File: src/rtl/stream_proc_mc_if.sv
// Valid/ready bundle for stream_proc_mc: NUM_CH merged input streams plus one tagged output stream.
interface stream_proc_mc_if #(
    parameter int DATA_WIDTH = 32,
    parameter int NUM_CH     = 4
) ();
    localparam int CH_W = $clog2(NUM_CH);

    logic [NUM_CH-1:0]            in_valid;
    logic [NUM_CH-1:0]            in_ready;
    logic [NUM_CH*DATA_WIDTH-1:0] in_data;
    logic                         out_valid;
    logic                         out_ready;
    logic [DATA_WIDTH-1:0]        out_data;
    logic [CH_W-1:0]              out_ch;

    modport master (
        output in_valid, in_data, out_ready,
        input  in_ready, out_valid, out_data, out_ch
    );

    modport slave (
        input  in_valid, in_data, out_ready,
        output in_ready, out_valid, out_data, out_ch
    );
endinterface

File: src/rtl/stream_proc_mc.sv
// Multi-channel stream processor: round-robin merge into a FIFO, per-beat transform,
// channel-tagged registered output, under a RUN/DRAIN/DONE control FSM.
module stream_proc_mc #(
    parameter int DATA_WIDTH = 32,
    parameter int DEPTH      = 8,
    parameter int NUM_CH     = 4
) (
    input  logic                   clk,
    input  logic                   rst_n,
    input  logic                   en,
    input  logic [1:0]             mode,
    input  logic [DATA_WIDTH-1:0]  operand,
    stream_proc_mc_if.slave        bus,
    output logic                   busy,
    output logic                   done,
    output logic [$clog2(DEPTH):0] level
);
    localparam int CH_W = $clog2(NUM_CH);
    localparam int AW   = $clog2(DEPTH);
    localparam int EW   = CH_W + DATA_WIDTH;

    typedef enum logic [1:0] {
        S_IDLE,
        S_RUN,
        S_DRAIN,
        S_DONE
    } state_e;

    state_e                state_q, state_d;
    logic [1:0]            mode_q;
    logic [DATA_WIDTH-1:0] operand_q;

    logic [CH_W-1:0]       rr_ptr_q, rr_ptr_d;
    logic [CH_W-1:0]       grant;
    logic                  any_valid;
    logic [NUM_CH-1:0]     in_ready_c;

    logic [AW:0]           wr_ptr_q, rd_ptr_q;
    logic                  empty, full, wr_en, rd_en;
    logic [EW-1:0]         mem_q [DEPTH];
    logic [EW-1:0]         wr_entry, rd_entry;
    logic [CH_W-1:0]       rd_ch;
    logic [DATA_WIDTH-1:0] rd_data, xf_data;
    logic [DATA_WIDTH:0]   sum;

    logic                  out_valid_q, out_valid_d;
    logic [DATA_WIDTH-1:0] out_data_q, out_data_d;
    logic [CH_W-1:0]       out_ch_q, out_ch_d;

    // ---------------- control FSM ----------------
    // NOTE: sequential state uses non-blocking (<=) so every register samples pre-edge values.
    always_ff @(posedge clk or negedge rst_n) begin
        if (!rst_n) begin
            state_q   <= S_IDLE;
            mode_q    <= '0;
            operand_q <= '0;
        end else begin
            state_q <= state_d;
            if (state_q == S_IDLE && en) begin
                mode_q    <= mode;
                operand_q <= operand;
            end
        end
    end

    // NOTE: every always_comb output gets a default first, so no path can infer a latch.
    always_comb begin
        state_d = state_q;
        unique case (state_q)
            S_IDLE:  if (en) state_d = S_RUN;
            S_RUN:   if (!en) state_d = S_DRAIN;
            S_DRAIN: if (empty && !out_valid_q) state_d = S_DONE;
            S_DONE:  state_d = S_IDLE;
            default: state_d = S_IDLE;
        endcase
    end

    assign busy = (state_q == S_RUN) || (state_q == S_DRAIN);
    assign done = (state_q == S_DONE);

    // ---------------- round-robin arbiter ----------------
    always_comb begin
        grant      = '0;
        any_valid  = 1'b0;
        in_ready_c = '0;
        rr_ptr_d   = rr_ptr_q;
        for (int k = 0; k < NUM_CH; k++) begin
            if (!any_valid && bus.in_valid[(int'(rr_ptr_q) + k) % NUM_CH]) begin
                any_valid = 1'b1;
                grant     = CH_W'((int'(rr_ptr_q) + k) % NUM_CH);
            end
        end
        // Full is judged on registered pointers: a same-cycle read does not open a slot.
        if (state_q == S_RUN && !full && any_valid) in_ready_c[grant] = 1'b1;
        if (|in_ready_c) rr_ptr_d = (grant == CH_W'(NUM_CH - 1)) ? '0 : grant + 1'b1;
    end

    assign wr_en        = |in_ready_c;
    assign wr_entry     = {grant, bus.in_data[grant*DATA_WIDTH +: DATA_WIDTH]};
    assign bus.in_ready = in_ready_c;

    always_ff @(posedge clk or negedge rst_n) begin
        if (!rst_n) rr_ptr_q <= '0;
        else        rr_ptr_q <= rr_ptr_d;
    end

    // ---------------- FIFO ----------------
    assign empty = (wr_ptr_q == rd_ptr_q);
    assign full  = (wr_ptr_q[AW] != rd_ptr_q[AW]) && (wr_ptr_q[AW-1:0] == rd_ptr_q[AW-1:0]);
    assign level = wr_ptr_q - rd_ptr_q;
    assign rd_en = !empty && (!out_valid_q || bus.out_ready);

    always_ff @(posedge clk or negedge rst_n) begin
        if (!rst_n) begin
            wr_ptr_q <= '0;
            rd_ptr_q <= '0;
        end else begin
            if (wr_en) wr_ptr_q <= wr_ptr_q + 1'b1;
            if (rd_en) rd_ptr_q <= rd_ptr_q + 1'b1;
        end
    end

    // NOTE: storage has no reset; resetting the pointers is enough to discard its contents.
    always_ff @(posedge clk) begin
        if (wr_en) mem_q[wr_ptr_q[AW-1:0]] <= wr_entry;
    end

    assign rd_entry = mem_q[rd_ptr_q[AW-1:0]];
    assign rd_ch    = rd_entry[EW-1 -: CH_W];
    assign rd_data  = rd_entry[DATA_WIDTH-1:0];

    // ---------------- transform ----------------
    always_comb begin
        sum     = {1'b0, rd_data} + {1'b0, operand_q};
        xf_data = rd_data;
        unique case (mode_q)
            2'b00: xf_data = rd_data;
            2'b01: xf_data = sum[DATA_WIDTH-1:0];
            2'b10: xf_data = sum[DATA_WIDTH] ? {DATA_WIDTH{1'b1}} : sum[DATA_WIDTH-1:0];
            2'b11: xf_data = rd_data ^ operand_q;
            default: xf_data = rd_data;
        endcase
    end

    // ---------------- output register ----------------
    always_comb begin
        out_valid_d = out_valid_q;
        out_data_d  = out_data_q;
        out_ch_d    = out_ch_q;
        if (rd_en) begin
            out_valid_d = 1'b1;
            out_data_d  = xf_data;
            out_ch_d    = rd_ch;
        end else if (bus.out_ready) begin
            out_valid_d = 1'b0;
        end
    end

    always_ff @(posedge clk or negedge rst_n) begin
        if (!rst_n) begin
            out_valid_q <= 1'b0;
            out_data_q  <= '0;
            out_ch_q    <= '0;
        end else begin
            out_valid_q <= out_valid_d;
            out_data_q  <= out_data_d;
            out_ch_q    <= out_ch_d;
        end
    end

    assign bus.out_valid = out_valid_q;
    assign bus.out_data  = out_data_q;
    assign bus.out_ch    = out_ch_q;
endmodule

File: src/flat_wrapper.sv
// flat-port wrapper written by rule: the top's interface ports become plain ports
module stream_proc_mc_flat 
#(
    parameter int DATA_WIDTH = 32,
    parameter int DEPTH      = 8,
    parameter int NUM_CH     = 4
)
  (clk, rst_n, en, mode, operand, busy, done, level, bus_in_valid, bus_in_data, bus_out_ready, bus_in_ready, bus_out_valid, bus_out_data, bus_out_ch);
  stream_proc_mc_if #(.DATA_WIDTH(DATA_WIDTH), .NUM_CH(NUM_CH)) bus_i ();
  input  logic clk;
  input  logic rst_n;
  input  logic en;
  input  logic [1:0] mode;
  input  logic [DATA_WIDTH-1:0] operand;
  output logic busy;
  output logic done;
  output logic [$clog2(DEPTH):0] level;
  input wire logic [$bits(bus_i.in_valid)-1:0] bus_in_valid;
  input wire logic [$bits(bus_i.in_data)-1:0] bus_in_data;
  input wire logic [$bits(bus_i.out_ready)-1:0] bus_out_ready;
  output wire logic [$bits(bus_i.in_ready)-1:0] bus_in_ready;
  output wire logic [$bits(bus_i.out_valid)-1:0] bus_out_valid;
  output wire logic [$bits(bus_i.out_data)-1:0] bus_out_data;
  output wire logic [$bits(bus_i.out_ch)-1:0] bus_out_ch;
  assign bus_i.in_valid = bus_in_valid;
  assign bus_i.in_data = bus_in_data;
  assign bus_i.out_ready = bus_out_ready;
  assign bus_in_ready = bus_i.in_ready;
  assign bus_out_valid = bus_i.out_valid;
  assign bus_out_data = bus_i.out_data;
  assign bus_out_ch = bus_i.out_ch;
  stream_proc_mc #(.DATA_WIDTH(DATA_WIDTH), .DEPTH(DEPTH), .NUM_CH(NUM_CH)) u_core (.clk(clk), .rst_n(rst_n), .en(en), .mode(mode), .operand(operand), .bus(bus_i), .busy(busy), .done(done), .level(level));
endmodule
File: config.mk
export PLATFORM = sky130hd
export DESIGN_NAME = stream_proc_mc_flat
export DESIGN_NICKNAME = d
export VERILOG_FILES = /design/src/rtl/stream_proc_mc_if.sv /design/src/rtl/stream_proc_mc.sv /design/src/flat_wrapper.sv
export SDC_FILE = /design/constraint.sdc
export NUM_CORES = 1
export LEC_CHECK = 0
export BUFFER_PORTS_ARGS = -buffer_cell sky130_fd_sc_hd__buf_2
export CAP_MARGIN = 20
export CORE_UTILIZATION = 45
export CTS_CLUSTER_DIAMETER = 150
export DETAILED_ROUTE_END_ITERATION = 10
export GPL_TIMING_DRIVEN = 0
export PLACE_DENSITY = 0.67
export SLEW_MARGIN = 20
export SYNTH_ARGS = -nofsm -noshare
export SYNTH_HDL_FRONTEND = slang
export SYNTH_SLANG_ARGS = --single-unit
File: constraint.sdc
create_clock -name clk -period 7.36 [get_ports clk]
set_input_delay 0.368 -clock clk [delete_from_list [all_inputs] [get_ports clk]]
set_output_delay 0.368 -clock clk [all_outputs]
set_load 0.01 [all_outputs]
### After elaboration in Yosys (flattened, before gate mapping)

Memories as Yosys holds them, arrays and structs flattened.
Cells that the tools add are included.

| word-level totals | value |
|---|---|
| bits in registers | 81 |
| memory bits (writable) | 272 |
| bits of input ports | 170 |
| word-level logic and storage cells | 101 |
| memories kept | 1 |

Memories:

| name | depth | width | rd ports | clocked after Yosys merged registers in | write ports | line | text |
|---|---|---|---|---|---|---|---|
| u_core.mem_q | 8 | 34 | 1 | 0 | 1 | stream_proc_mc.sv:40 | `logic [EW-1:0] mem_q [DEPTH];` |

| cells by class | value |
|---|---|
| add/subtract/negate cells | 8 |
| order comparisons | 6 |
| equal/unequal tests | 13 |
| shifts and indexed selects | 1 |
| muxes and demuxes | 33 |
| bitwise operators | 4 |
| reduce and logical (&&, ||, !) cells | 26 |

Operator list:

| cell | number |
|---|---|
| $pmux W32 S4 | 1 |
| $shiftx A128 B8 Y32 | 1 |
| $add A32 B32 Y33 | 1 |
| $mux W32 | 1 |
| $xor A32 B32 Y32 | 1 |
| $mux W1 | 16 |
| $mux W2 | 8 |
| $lt A3 B4 Y1 const B | 3 |
| $eq A2 B2 Y1 const B | 5 |
| $logic_and A1 B1 Y1 | 10 |
| $add A4 B1 Y4 const B | 2 |
| $bmux W1 S2 | 4 |
| $pmux W2 S4 | 1 |
| $logic_not A1 Y1 | 6 |
| $lt A2 B3 Y1 const B | 2 |
| $reduce_or A2 Y1 | 3 |
| $add A2 B1 Y2 const B | 2 |
| $add A2 B2 Y2 const B | 2 |
| $eq A2 B1 Y1 const B | 2 |
| $eq A4 B4 Y1 | 1 |
| $logic_not A2 Y1 | 2 |
| $mux W4 | 1 |
| $ne A2 B2 Y1 const B | 2 |
| $reduce_or A4 Y1 | 1 |
| other kinds (10) | 13 |

### Longest topological paths before layout

| depth | value |
|---|---|
| depth after elaboration | 22 |
| depth in mapped cells | 19 |
| gate-level depth less buffers | 15 |

### Worst setup path before layout

No wires, ideal clock.

| path | value |
|---|---|
| kind | register to register |
| start | reg u_core.rd_ptr_q[1] |
| end | mem u_core.mem_q[5][0] (netlist bit) (enable) |
| setup time | 475 ps |
| arrival | 5,107 ps |
| required time | 6,885 ps |
| slack | 1,778 ps |
| stages on the path, launching flop included | 12 |
| path buffers | 4 |
| period minus slack after synthesis | 5,582 ps |
| cells stage by stage | dfrtp_1 clkbuf_1 clkbuf_1 clkbuf_1 inv_1 ha_1 a41oi_1 and2_1 or4_1 buf_2 nand2_1 nor3b_1 |

| on the way | value |
|---|---|
| cells in the longest elaborated chain, start to end | 9 |

Ends and longest elaborated chain:

| what | line | text |
|---|---|---|
| from (decl) | stream_proc_mc.sv:38 | `logic [AW:0] wr_ptr_q, rd_ptr_q;` |
| from (signal assigned) | stream_proc_mc.sv:119 | `if (rd_en) rd_ptr_q <= rd_ptr_q + 1'b1;` |
| $eq A3 B3 Y1 | stream_proc_mc.sv:109 | `assign full = (wr_ptr_q[AW] != rd_ptr_q[AW]) && (wr_ptr_q[AW-1:0] == rd_ptr_q[AW-1:0]);` |
| $logic_and A1 B1 Y1 | stream_proc_mc.sv:109 |  |
| $logic_not A1 Y1 | stream_proc_mc.sv:94 | `if (state_q == S_RUN && !full && any_valid) in_ready_c[grant] = 1'b1;` |
| $logic_and A1 B1 Y1 (2 in series) | stream_proc_mc.sv:94 |  |
| $mux W4 | stream_proc_mc.sv:94 |  |
| named net bus_in_ready[3] | flat_wrapper.sv:21 | `output wire logic [$bits(bus_i.in_ready)-1:0] bus_in_ready;` |
| $reduce_or A4 Y1 | stream_proc_mc.sv:98 | `assign wr_en = \|in_ready_c;` |
| $mux W1 | stream_proc_mc.sv:125 | `if (wr_en) mem_q[wr_ptr_q[AW-1:0]] <= wr_entry;` |
| $mux W1 (implied by the code) | stream_proc_mc.sv:125 |  |
| to (decl) | stream_proc_mc.sv:40 |  |

The timed path passes the listed nets, and every way through them passes these cells.

### Worst setup path after layout

| path | value |
|---|---|
| start | reg u_core.rd_ptr_q[1] |
| end | reg u_core.out_data_q[14] (netlist: u_core.bus.out_data[14]) |

| on the way | value |
|---|---|
| cells in the longest elaborated chain, start to end | 4 |
| elaborated cells between the ends (all ways) | 8 |
| those cells by class | add/sub: 1; eq/ne: 1; mux: 2; bitwise: 1; reduce/logical: 2; memory: 1 |

Ends and longest elaborated chain:

| what | line | text |
|---|---|---|
| $mem_v2 Z8 W34 | - |  |
| $add A32 B32 Y33 | stream_proc_mc.sv:134 | `sum = {1'b0, rd_data} + {1'b0, operand_q};` |
| $mux W32 | stream_proc_mc.sv:139 | `2'b10: xf_data = sum[DATA_WIDTH] ? {DATA_WIDTH{1'b1}} : sum[DATA_WIDTH-1:0];` |
| $pmux W32 S4 | stream_proc_mc.sv:136 | `unique case (mode_q)` |
| to (signal assigned) | stream_proc_mc.sv:166 | `out_data_q <= out_data_d;` |
| to (decl) | stream_proc_mc.sv:47 | `logic [DATA_WIDTH-1:0] out_data_q, out_data_d;` |

Parallel ways exist; a longest one is shown, timed or not.
A chain may end at the register's enable or synchronous reset.

==> reports/results.tsv <==
stage	metric	value	unit
status	status	finished, final reports clean	
timing	clock skew	0.00887	ns
route	Final ANT Viol Nets	0	
critical_path	R2R setup slack	1.93	ns
timing	Period minus WS final	5.43	ns
placement	post-DP HPWL	36400	um
die	Row Count	70	
global_routing	first-pass GRT wire length	72900	um
logic_synthesis	Post-synth top cells	nand2_1 (294), edfxtp_1 (272), dfrtp_1 (81)	
clocking	Worst-path clk slew	0.06	ns
clocking	CTS tree	yes	
logic_synthesis	Seq/Total Area, Yosys	60.3	%
logic_synthesis	most instantiated library cell after synthesis	nand2_1	
logic_synthesis	Post-synth EDFFs	272	
route	routed wire length	48300	um
die	Top-Level Pins	215	
die	initial core utilization	45.9	%
logic_synthesis	YS warnings	0	
final_layout	share of cells above drive strength 1	26.6	%
clocking	Sink Count	353	
final_layout	nets	1831	
timing	Pins Over Slew Limit	0	
flow_run	Max Cap Viol	0	
logic_synthesis	main area contributors after synthesis	edfxtp_1 (48%), dfrtp_1 (12%), mux4_2 (9.1%), nand2_1 (6.5%), ha_1 (3.4%)	
clocking	Resize count post-CTS	0	
final_layout	multi-input gate area in the final layout	0.00632	mm2
route	via count	12063	
die	Die ar.	0.0383	mm2
clocking	Post-CTS Setup Repair Bufs	0	
clocking	htree depth	2	
clocking	Max Root-Sink Buffers	3	
critical_path	CP arrival	5.90	ns
route	First DRT Iteration DRCs	991	
timing	Least-Margin Pin Slew	1.05	ns
die	Die H	196	um
placement	count of port buffers added during placement	214	
global_routing	total congestion overflow	0	
power_and_ir_drop	static leakage	0.00787	uW
route	via density per instance	5.73	
global_routing	initial antenna violation count	0	
route	DRT Pass-1 Iters	5	
logic_synthesis	area share of the largest cell type after synthesis	48.3	%
route	# DRC	0	
global_routing	gr usage total	25.5	%
power_and_ir_drop	peak supply drop	0.000222	V
logic_synthesis	library cells used by synthesis	71	
clocking	clk_lat worst skew	0.54	ns
critical_path	crit end category	flip-flop	
placement	Post-DP Area	0.0189	mm2
placement	routability cong.	0.959	
power_and_ir_drop	Power Dens Cells	527	mW/mm2
logic_synthesis	asr flop ratio synth	22.9	%
clocking	hold buffers post-CTS	1	
final_layout	fillers	3141	
clocking	Num CTS Buffers	37	
logic_synthesis	Mean Syn Cell Area	12.7	um2
worst_hold_path	Hold Crit Class	input port to flip-flop	
critical_path	type of the worst setup path	flip-flop to flip-flop	
logic_synthesis	synthesis-stage register bit count	353	
final_layout	number of antenna repair diodes	0	
final_layout	fin area	0.0200	mm2
timing	Final setup viols	0	
logic_synthesis	ys flop type	edfxtp_1	
route	routed len/inst	22.9	um
logic_synthesis	area leader, netlist	edfxtp_1	
timing	final hold violations	0	
timing	max frequency	184	MHz
timing	Final Cycle Share	73.8	%
logic_synthesis	Syn Nets	1544	
die	core area	0.0368	mm2
critical_path	worst path required time	7.83	ns
critical_path	Critical Path Start Type	flip-flop	
global_routing	vias in the first global route	12270	
global_routing	largest net degree at the start of global routing	59	
critical_path	Worst Path Max Fanout	10	
clocking	clock root buffer	clkbuf_16	
power_and_ir_drop	post-layout power	10600	uW
timing	unrepaired setup endpoints after global routing	false	
timing	Max-slew headroom	30.0	%
die	chip width	196	um
logic_synthesis	Synth Cell Area	0.0169	mm2
logic_synthesis	synthesized instance count	1326	
final_layout	Area Overhead vs Synth	18.6	%
final_layout	FF/Latch Area	0.0102	mm2
==> area by class of cell <==
| class | count | area share [%] |
|---|---|---|
| multi-input cells | 866 | 31.5 |
| flip-flops and latches | 353 | 50.9 |
| clock inverters | 22 | 0.799 |
| well taps | 468 | 2.92 |
| repair buffers | 248 | 6.89 |
| clock buffers | 43 | 4.84 |
| plain buffers | 77 | 1.58 |
| inverters | 30 | 0.562 |
==> cell families (layout without fill, tap and decap cells) <==
kind of cell | Yosys count | count (layout) | synth area share, %
AND/OR/NAND/NOR | 424 | 424 | 10.7
flip-flops | 353 | 353 | 60.3
AO/OA/AOI/OAI | 258 | 258 | 9.57
multiplexers | 109 | 109 | 11.8
buffers and inverters | 107 | 420 | 2.53
adder cells (fa/ha/maj) | 49 | 49 | 3.70
XOR/XNOR | 26 | 26 | 1.35
==> worst paths after layout <==
path                                      endpoint                    start  depth (start not counted)
min                           u_core.operand_q[12]              operand[12]                          2
max                        u_core.bus.out_data[14]       u_core.rd_ptr_q[1]                         18
max in group asynchronous      u_core.operand_q[7]                    rst_n                          3
min reg2reg                u_core.bus.out_data[12]  u_core.bus.out_data[12]                          2
min in group asynchronous     u_core.operand_q[23]                    rst_n                          2
max reg2reg                u_core.bus.out_data[14]       u_core.rd_ptr_q[1]                         18
==> worst max-delay path, stage by stage (launching register included) <==
cell       delay (ns)
dfrtp_1          0.45
clkbuf_1         0.36
clkbuf_1         0.45
clkbuf_1         0.55
mux4_2           0.33
nand2_1          0.06
nand2_1          0.24
ha_1             0.25
inv_1            0.07
fa_1             0.39
nor2b_1          0.17
o31a_1           0.18
o2111ai_1        0.30
a211oi_2         0.40
a21o_1           0.30
o211ai_2         0.16
buf_4            0.23
a21oi_1          0.28
mux2_2           0.21
==> power breakdown <==
group | total (uW) | internal [uW] | switching, uW
clock network | 1760 | 986 | 769
registers | 3090 | 2860 | 220
logic | 5710 | 2110 | 3600
total | 10600 | 5960 | 4590
==> layout by cell type (no fill, tap or decap), drive strengths merged, types with 7 or more instances in the layout <==
cell,instances
nand2,294
edfxtp,272
buf,270
clkbuf,97
dfrtp,81
o21ai,69
mux4,68
a21oi,61
ha,46
nor2,44
a31oi,37
mux2,37
and3,34
inv,31
o22ai,25
clkinv,19
xnor2,16
xor2,10
a21o,10
and2,8
nand3,7
nand4,7
a211oi,7
==> metal layers <==
metal  track usage, %  up-vias  share of wire [%]
li1                 -     5550                  -
met3             4.31       82                7.1
met2             43.3      550                 48
met1             33.8     5881                 42
met4             7.26        0                2.6
met5                0        -                  0
==> registers in the layout, indices dropped and copies added, names as in the netlist <==
register and flops:
u_core.wr_ptr_q 4, u_core.bus.out_valid 1, u_core.operand_q 32, u_core.bus.out_ch 2, u_core.state_q 2, u_core.rr_ptr_q 2
u_core.mem_q 272, u_core.bus.out_data 32, u_core.mode_q 2, u_core.rd_ptr_q 4
==> stage by stage <==
step | setup WS (ns) | hold WS, ns | util [%] | cells | TNS (ns)
CTS | 1.89 | 0.0509 | 54.5 | 2107 | 0
floorplan | 1.78 | 0.0724 | - | 1326 | 0
detailed placement | 1.93 | 0.311 | 51.4 | 2041 | 0
global route | 1.60 | 0.0602 | 54.5 | 2107 | 0
finish | 1.93 | 0.0632 | 54.5 | 2107 | 0
global placement | -1.60 | 0.463 | 50.4 | 2008 | -269.14
Power figures use the tool's default switching activity.
